## src/rtl/store_commit_ctrl.sv

```systemverilog
// store_commit_ctrl: commits the store at the ROB/LSQ heads to the data cache.
// Holds the retire stage while the write is in flight and releases it for one
// cycle once the cache accepts the write. Retries on an error or a timeout.
// After the retries run out, the block stays in a sticky fault state.
// Ports:
//   clk, reset (sync, active-low)
//   rob_head, lsq_head          - current ROB and LSQ head entries
//   retire_stall, store_done    - retire-stage control (combinational)
//   mem_req/addr/wdata/size     - data-cache write request
//   mem_ack, mem_err            - cache accept, qualified by the error flag
//   fault                       - sticky; retries are exhausted
//   stores_committed            - saturating count of completed stores
//   stall_cycles                - saturating count of stalled cycles

package store_commit_pkg;
    localparam int unsigned TAG_W   = 6;
    localparam int unsigned ADDR_W  = 32;
    localparam int unsigned WORD_W  = 64;
    localparam int unsigned MTYPE_W = 4;
    localparam int unsigned ALUOP_W = 4;

    typedef logic [ADDR_W-1:0]  Address;
    typedef logic [WORD_W-1:0]  MemoryWord;
    typedef logic [MTYPE_W-1:0] mem_type_t;

    localparam mem_type_t MT_NONE = 4'd0;
    localparam mem_type_t MT_LB   = 4'd1;
    localparam mem_type_t MT_LH   = 4'd2;
    localparam mem_type_t MT_LW   = 4'd3;
    localparam mem_type_t MT_LD   = 4'd4;
    localparam mem_type_t MT_SB   = 4'd8;
    localparam mem_type_t MT_SH   = 4'd9;
    localparam mem_type_t MT_SW   = 4'd10;
    localparam mem_type_t MT_SD   = 4'd11;

    typedef struct packed {
        mem_type_t          memory_type;
        logic               regwr;
        logic [ALUOP_W-1:0] alu_op;
    } ctrl_bits_t;

    typedef struct packed {
        logic             ready;
        logic [TAG_W-1:0] tag;
        ctrl_bits_t       ctrl_bits;
    } rob_entry;

    typedef struct packed {
        logic [TAG_W-1:0] tag;
        Address           address;
        MemoryWord        value;
    } lsq_entry;
endpackage

module store_commit_ctrl
    import store_commit_pkg::*;
#(
    parameter int unsigned TIMEOUT   = 64,
    parameter int unsigned MAX_RETRY = 3
) (
    input  logic        clk,
    input  logic        reset,
    input  rob_entry    rob_head,
    input  lsq_entry    lsq_head,
    output logic        retire_stall,
    output logic        store_done,
    output logic        mem_req,
    output Address      mem_addr,
    output MemoryWord   mem_wdata,
    output logic [3:0]  mem_size,
    input  logic        mem_ack,
    input  logic        mem_err,
    output logic        fault,
    output logic [31:0] stores_committed,
    output logic [31:0] stall_cycles
);

    localparam int unsigned TIMER_W = (TIMEOUT > 1) ? $clog2(TIMEOUT) : 1;
    localparam int unsigned RETRY_W = (MAX_RETRY > 0) ? $clog2(MAX_RETRY + 1) : 1;
    localparam logic [TIMER_W-1:0] TIMER_LAST = TIMER_W'(TIMEOUT - 1);
    localparam logic [31:0] CNT_MAX = 32'hFFFF_FFFF;

    localparam logic [2:0] S_IDLE    = 3'd0;
    localparam logic [2:0] S_REQ     = 3'd1;
    localparam logic [2:0] S_BACKOFF = 3'd2;
    localparam logic [2:0] S_DONE    = 3'd3;
    localparam logic [2:0] S_FAULT   = 3'd4;

    logic [2:0]         state;
    logic [2:0]         state_next;
    logic [TIMER_W-1:0] timer;
    logic [RETRY_W-1:0] retry;
    logic               st_hit;
    logic [3:0]         size_c;
    logic               latch_en;
    logic               timer_inc;
    logic               retry_inc;
    logic               count_inc;

    // Fields of the ROB head that this block has no use for.
    logic unused_ctrl;
    assign unused_ctrl = ^{rob_head.ctrl_bits.regwr, rob_head.ctrl_bits.alu_op};

    // Store type decode; zero marks a non-store.
    always_comb begin
        size_c = 4'd0;
        case (rob_head.ctrl_bits.memory_type)
            MT_SB:   size_c = 4'd1;
            MT_SH:   size_c = 4'd2;
            MT_SW:   size_c = 4'd4;
            MT_SD:   size_c = 4'd8;
            default: size_c = 4'd0;
        endcase
    end

    assign st_hit = rob_head.ready && (rob_head.tag == lsq_head.tag) && (size_c != 4'd0);

    // State register.
    always_ff @(posedge clk) begin
        if (!reset) begin
            state <= S_IDLE;
        end else begin
            state <= state_next;
        end
    end

    // Next state, retire/memory handshake and datapath enables.
    always_comb begin
        state_next   = state;
        retire_stall = 1'b0;
        store_done   = 1'b0;
        mem_req      = 1'b0;
        latch_en     = 1'b0;
        timer_inc    = 1'b0;
        retry_inc    = 1'b0;
        count_inc    = 1'b0;
        case (state)
            S_IDLE: begin
                retire_stall = st_hit;
                if (st_hit) begin
                    latch_en   = 1'b1;
                    state_next = S_REQ;
                end
            end
            S_REQ: begin
                mem_req      = 1'b1;
                retire_stall = 1'b1;
                // An ack beats a coincident timeout.
                if (mem_ack && !mem_err) begin
                    state_next = S_DONE;
                end else if (mem_ack || (timer == TIMER_LAST)) begin
                    state_next = (32'(retry) < MAX_RETRY) ? S_BACKOFF : S_FAULT;
                end else begin
                    timer_inc = 1'b1;
                end
            end
            S_BACKOFF: begin
                retire_stall = 1'b1;
                retry_inc    = 1'b1;
                state_next   = S_REQ;
            end
            S_DONE: begin
                store_done = 1'b1;
                count_inc  = 1'b1;
                state_next = S_IDLE;
            end
            S_FAULT: begin
                retire_stall = 1'b1;
            end
            default: begin
                state_next = S_IDLE;
            end
        endcase
    end

    // Request payload, timer/retry bookkeeping, fault flag and counters.
    always_ff @(posedge clk) begin
        if (!reset) begin
            mem_addr         <= '0;
            mem_wdata        <= '0;
            mem_size         <= 4'd0;
            timer            <= '0;
            retry            <= '0;
            fault            <= 1'b0;
            stores_committed <= 32'd0;
            stall_cycles     <= 32'd0;
        end else begin
            if (latch_en) begin
                mem_addr  <= lsq_head.address;
                mem_wdata <= lsq_head.value;
                mem_size  <= size_c;
                timer     <= '0;
                retry     <= '0;
            end else if (retry_inc) begin
                retry <= retry + RETRY_W'(1);
                timer <= '0;
            end else if (timer_inc) begin
                timer <= timer + TIMER_W'(1);
            end
            // FAULT only ever loops to itself, so this is sticky until reset.
            fault <= (state_next == S_FAULT);
            if (count_inc && (stores_committed != CNT_MAX)) begin
                stores_committed <= stores_committed + 32'd1;
            end
            if (retire_stall && (stall_cycles != CNT_MAX)) begin
                stall_cycles <= stall_cycles + 32'd1;
            end
        end
    end

endmodule

```

## config.mk

```make
export PLATFORM = sky130hd
export DESIGN_NAME = store_commit_ctrl
export DESIGN_NICKNAME = d
export VERILOG_FILES = /design/src/rtl/store_commit_ctrl.sv
export SDC_FILE = /design/constraint.sdc
export NUM_CORES = 1
export LEC_CHECK = 0
export CORE_MARGIN = 2
export CORE_UTILIZATION = 47
export CTS_CLUSTER_DIAMETER = 40
export DETAILED_ROUTE_END_ITERATION = 16
export GPL_ROUTABILITY_DRIVEN = 0
export PLACE_DENSITY = 0.83
export SETUP_SLACK_MARGIN = 0.1
export SLEW_MARGIN = 10
export SYNTH_ARGS = -nofsm -noshare
export SYNTH_HDL_FRONTEND = slang
export SYNTH_SLANG_ARGS = --single-unit
```

## constraint.sdc

```tcl
create_clock -name clk -period 6.65 [get_ports clk]
set_clock_uncertainty 0.1 [all_clocks]
set_input_delay 0.665 -clock clk [delete_from_list [all_inputs] [get_ports clk]]
set_output_delay 0.665 -clock clk [all_outputs]
set_load 0.05 [all_outputs]
```

==> summary.md <==
| Metric | Value |
|---|---|
| Vias per std cell | `5.29` |
| Setup repair after global routing missed its margin | `false` |
| GRT Util Overall | `0.250` |
| Share of synthesized registers carrying an async set or reset | `0` |
| Worst Tran Pin Value | `1.06 ns` |
| Root buffer cell | `clkbuf_16` |
| Fmax | `0.242 GHz` |
| Fin nets | `1265` |
| Hold-critical path depth | `2` |
| Endpoint required time on the critical path | `5.88 ns` |
| Count of unique library cells instantiated by Yosys | `48` |
| Syn Area/Cell | `8.09 µm²` |
| Via count of the routed design | `7077` |
| Core Box Area | `15000 µm²` |
| Overall die width | `127 µm` |
| Number of buffers on the longest clock path | `2` |
| Critical path destination | `retire_stall` |
| Residual overflow from global routing | `0` |
| Cells after synthesis | `883` |
| Total power density per cell area | `209 nW/µm²` |
| Kind of end point of the critical path | `output pin` |
| Total Negative Setup Slacks | `0 ns` |
| Classification of the worst setup path | `in -> out` |
| Die Outline Area | `16200 µm²` |
| CTS tree | `done` |
| Rel. slew slack | `0.295` |
| Number of DRC violations after detailed-routing iteration 0 | `343` |
| Post-CTS setup-driven buffer insertion count | `0` |
| Min Hold Slack | `0.349 ns` |
| Total inserted antenna cells | `0` |
| Post-synth top flop | `dfxtp_1` |
| Standard-cell row count | `45` |
| Launching element type of the critical path | `primary input` |
| Count of unresolved DRC violations after routing | `0` |
| Largest net degree at the start of global routing | `103` |
| Worst setup path startpoint | `rob_head[8]` |
| Count of warnings emitted by yosys | `0` |
| Worst hold path type | `reg -> reg` |
| Initial Util | `0.475` |
| DR pass1 iterations | `4` |
| Count of input and output buffers | `284` |
| Overall routed net length | `20.5 mm` |
| Count of pins on the block boundary | `290` |
| EDFF count, synth | `0` |
| PostCTS Resize Cnt | `0` |
| FF-to-FF path depth | `6` |
| Global-route wire length before repair | `32.9 mm` |
| Antenna violations before repair | `0` |
| FF-to-FF End | `stall_cycles[21]` |
| CTS Sinks | `176` |
| Post-route fraction of the period consumed by the critical path | `0.620` |
| Worst vdd rail ir drop | `0.159 mV` |
| Reg clk slew, reported paths | `0.07 ns` |
| Max-Cap Viols | `0` |
| Synthesized net count | `1009` |
| Clk Latency, worst-skew pair | `0.42 ns` |
| Worst R2R Setup Slack | `3.83 ns` |
| Count of final hold-check violations | `0` |
| Fraction of layout instances using a drive strength above 1 | `0.0434` |
| Area growth from synthesis to layout | `49.9%` |
| Seq/Total Area, Yosys | `0.493` |
| CP Data Arrival Time | `3.36 ns` |
| Num CTS Buffers | `17` |
| Critical Path Fanout Max | `48` |
| Detailed-route wire length per cell | `15.3 µm` |
| Post-Syn Area | `7150 µm²` |
| Placed wire-length estimate after detailed placement | `14.1 mm` |
| Die height | `127 µm` |
| Remaining number of nets flagged by the antenna check after routing | `0` |
| Post-synthesis register bit count | `176` |
| Depth of the CTS H-tree | `4` |
| Worst flop-to-flop path startpoint | `state[1]` |
| CTS hold repair buffers | `0` |
| Setup-failing EPs final | `0` |
| Post-layout minimum cycle time | `4.12 ns` |
| Vias in the first global route | `6749` |
| Lkg Pwr | `0.00354 µW` |
| Count of pins over their slew limit | `0` |
| Run status | `finished clean` |
[sequential cells by signal, indices dropped and copies added (netlist names)]
signal / count
stores_committed: 32
fault: 1
mem_addr: 32
retry: 2
mem_wdata: 64
mem_size: 4
state: 3
timer: 6
stall_cycles: 32
[power breakdown]
part / switching (µW) / total [µW] / internal [µW]
combinational: 39.1 / 106 / 67.3
clock: 434 / 1080 / 646
sequential: 0.666 / 1060 / 1050
[layout by cell type (no fill, tap or decap), drive strengths merged, types with 3 or more instances in the layout]
cell type,n
clkdlybuf4s50,284
nand2,226
dfxtp,176
a21oi,131
nor2,54
nand3,30
xnor2,25
o21ai,23
xor2,21
or3,21
nand4,20
clkbuf,18
inv,16
nor3,15
and3,13
and4,11
or4,7
o31ai,6
nand2b,4
and2,4
ha,4
bufinv,4
nor4,4
a2111oi,3
mux2i,3
buf,3
a31o,3
a211oi,3
[worst min path at each step]
stage,slack (ns),from,end
2_1_floorplan,0.36,retry[1],retry[1]
3_3_place_gp,0.34,mem_addr[16],mem_addr[16]
3_5_place_dp,0.34,mem_wdata[42],mem_wdata[42]
4_1_cts,0.35,mem_wdata[6],mem_wdata[6]
5_1_grt,0.37,mem_addr[9],mem_addr[9]
6_report,0.35,mem_wdata[25],mem_wdata[25]
[critical path: stages]
cell and delay, ns:
clkdlybuf4s50_1 0.50, nand2b_1 0.17, or4_4 0.48, or3_4 0.58, nand2_1 0.15, clkdlybuf4s50_1 0.82
[logic make-up after synthesis]
group | after synthesis | share of synthesized area
flops | 176 | 0.493
buf+inv | 60 | 0.0327
xor+xnor | 46 | 0.0564
mux | 4 | 0.00578
fa+ha+maj | 4 | 0.00700
simple gates | 414 | 0.265
compound gates | 179 | 0.140
[per-stage QoR]
step	instances	power [µW]	cell area (µm²)	util	setup WS (ns)
after floorplan	883	1110	7150	-	3.35
after global placement	1308	1190	10100	0.670	2.52
after detailed placement	1308	1190	10100	0.670	2.49
after CTS	1339	2260	10700	0.712	2.48
after global routing	1339	2300	10700	0.713	2.43
final	1339	2240	10700	0.713	2.53
[synth_stat cells (2+ instances only)]
cell,instances,area (µm²)
dfxtp_1,176,3520
o21ai_0,11,55.1
and3_1,13,81.3
nand2b_1,4,25.0
inv_1,10,37.5
and2_1,4,25.0
nor2_1,54,203
a2111oi_2,3,45.0
and4_1,11,96.3
nor4_1,3,18.8
nor3_1,14,70.1
a21oi_1,131,656
a311oi_1,2,17.5
a31o_1,2,17.5
nand3_1,30,150
a31oi_1,2,12.5
xnor2_1,25,219
ha_1,4,50.1
a211oi_2,2,25.0
or3_1,21,131
o31ai_1,6,45.0
mux2i_1,3,30.0
o21ai_1,12,60.1
or4_1,6,45.0
nand4_1,20,125
nand2_1,226,848
xor2_1,21,184
clkbuf_1,47,176
[layer usage]
| metal | GRT usage | wire [µm] | part of all wire | vias up |
|---|---|---|---|---|
| li1 | - | - | - | 3522 |
| met1 | 0.300 | 8390 | 0.41 | 3292 |
| met2 | 0.406 | 9850 | 0.48 | 222 |
| met3 | 0.0875 | 1630 | 0.080 | 41 |
| met4 | 0.112 | 573 | 0.028 | 0 |
| met5 | 0 | 0 | 0 | - |
[cell type report]
cell class,count,area (µm²)
Inverter,10,40.0
Sequential cell,176,3520
Multi-Input combinational cell,647,3410
Tap cell,188,235
Clock buffer,18,439
Fill cell,1181,4320
Clock inverter,13,198
Timing Repair Buffer,287,2870
Note: power is estimated with default switching activity, not from simulation.
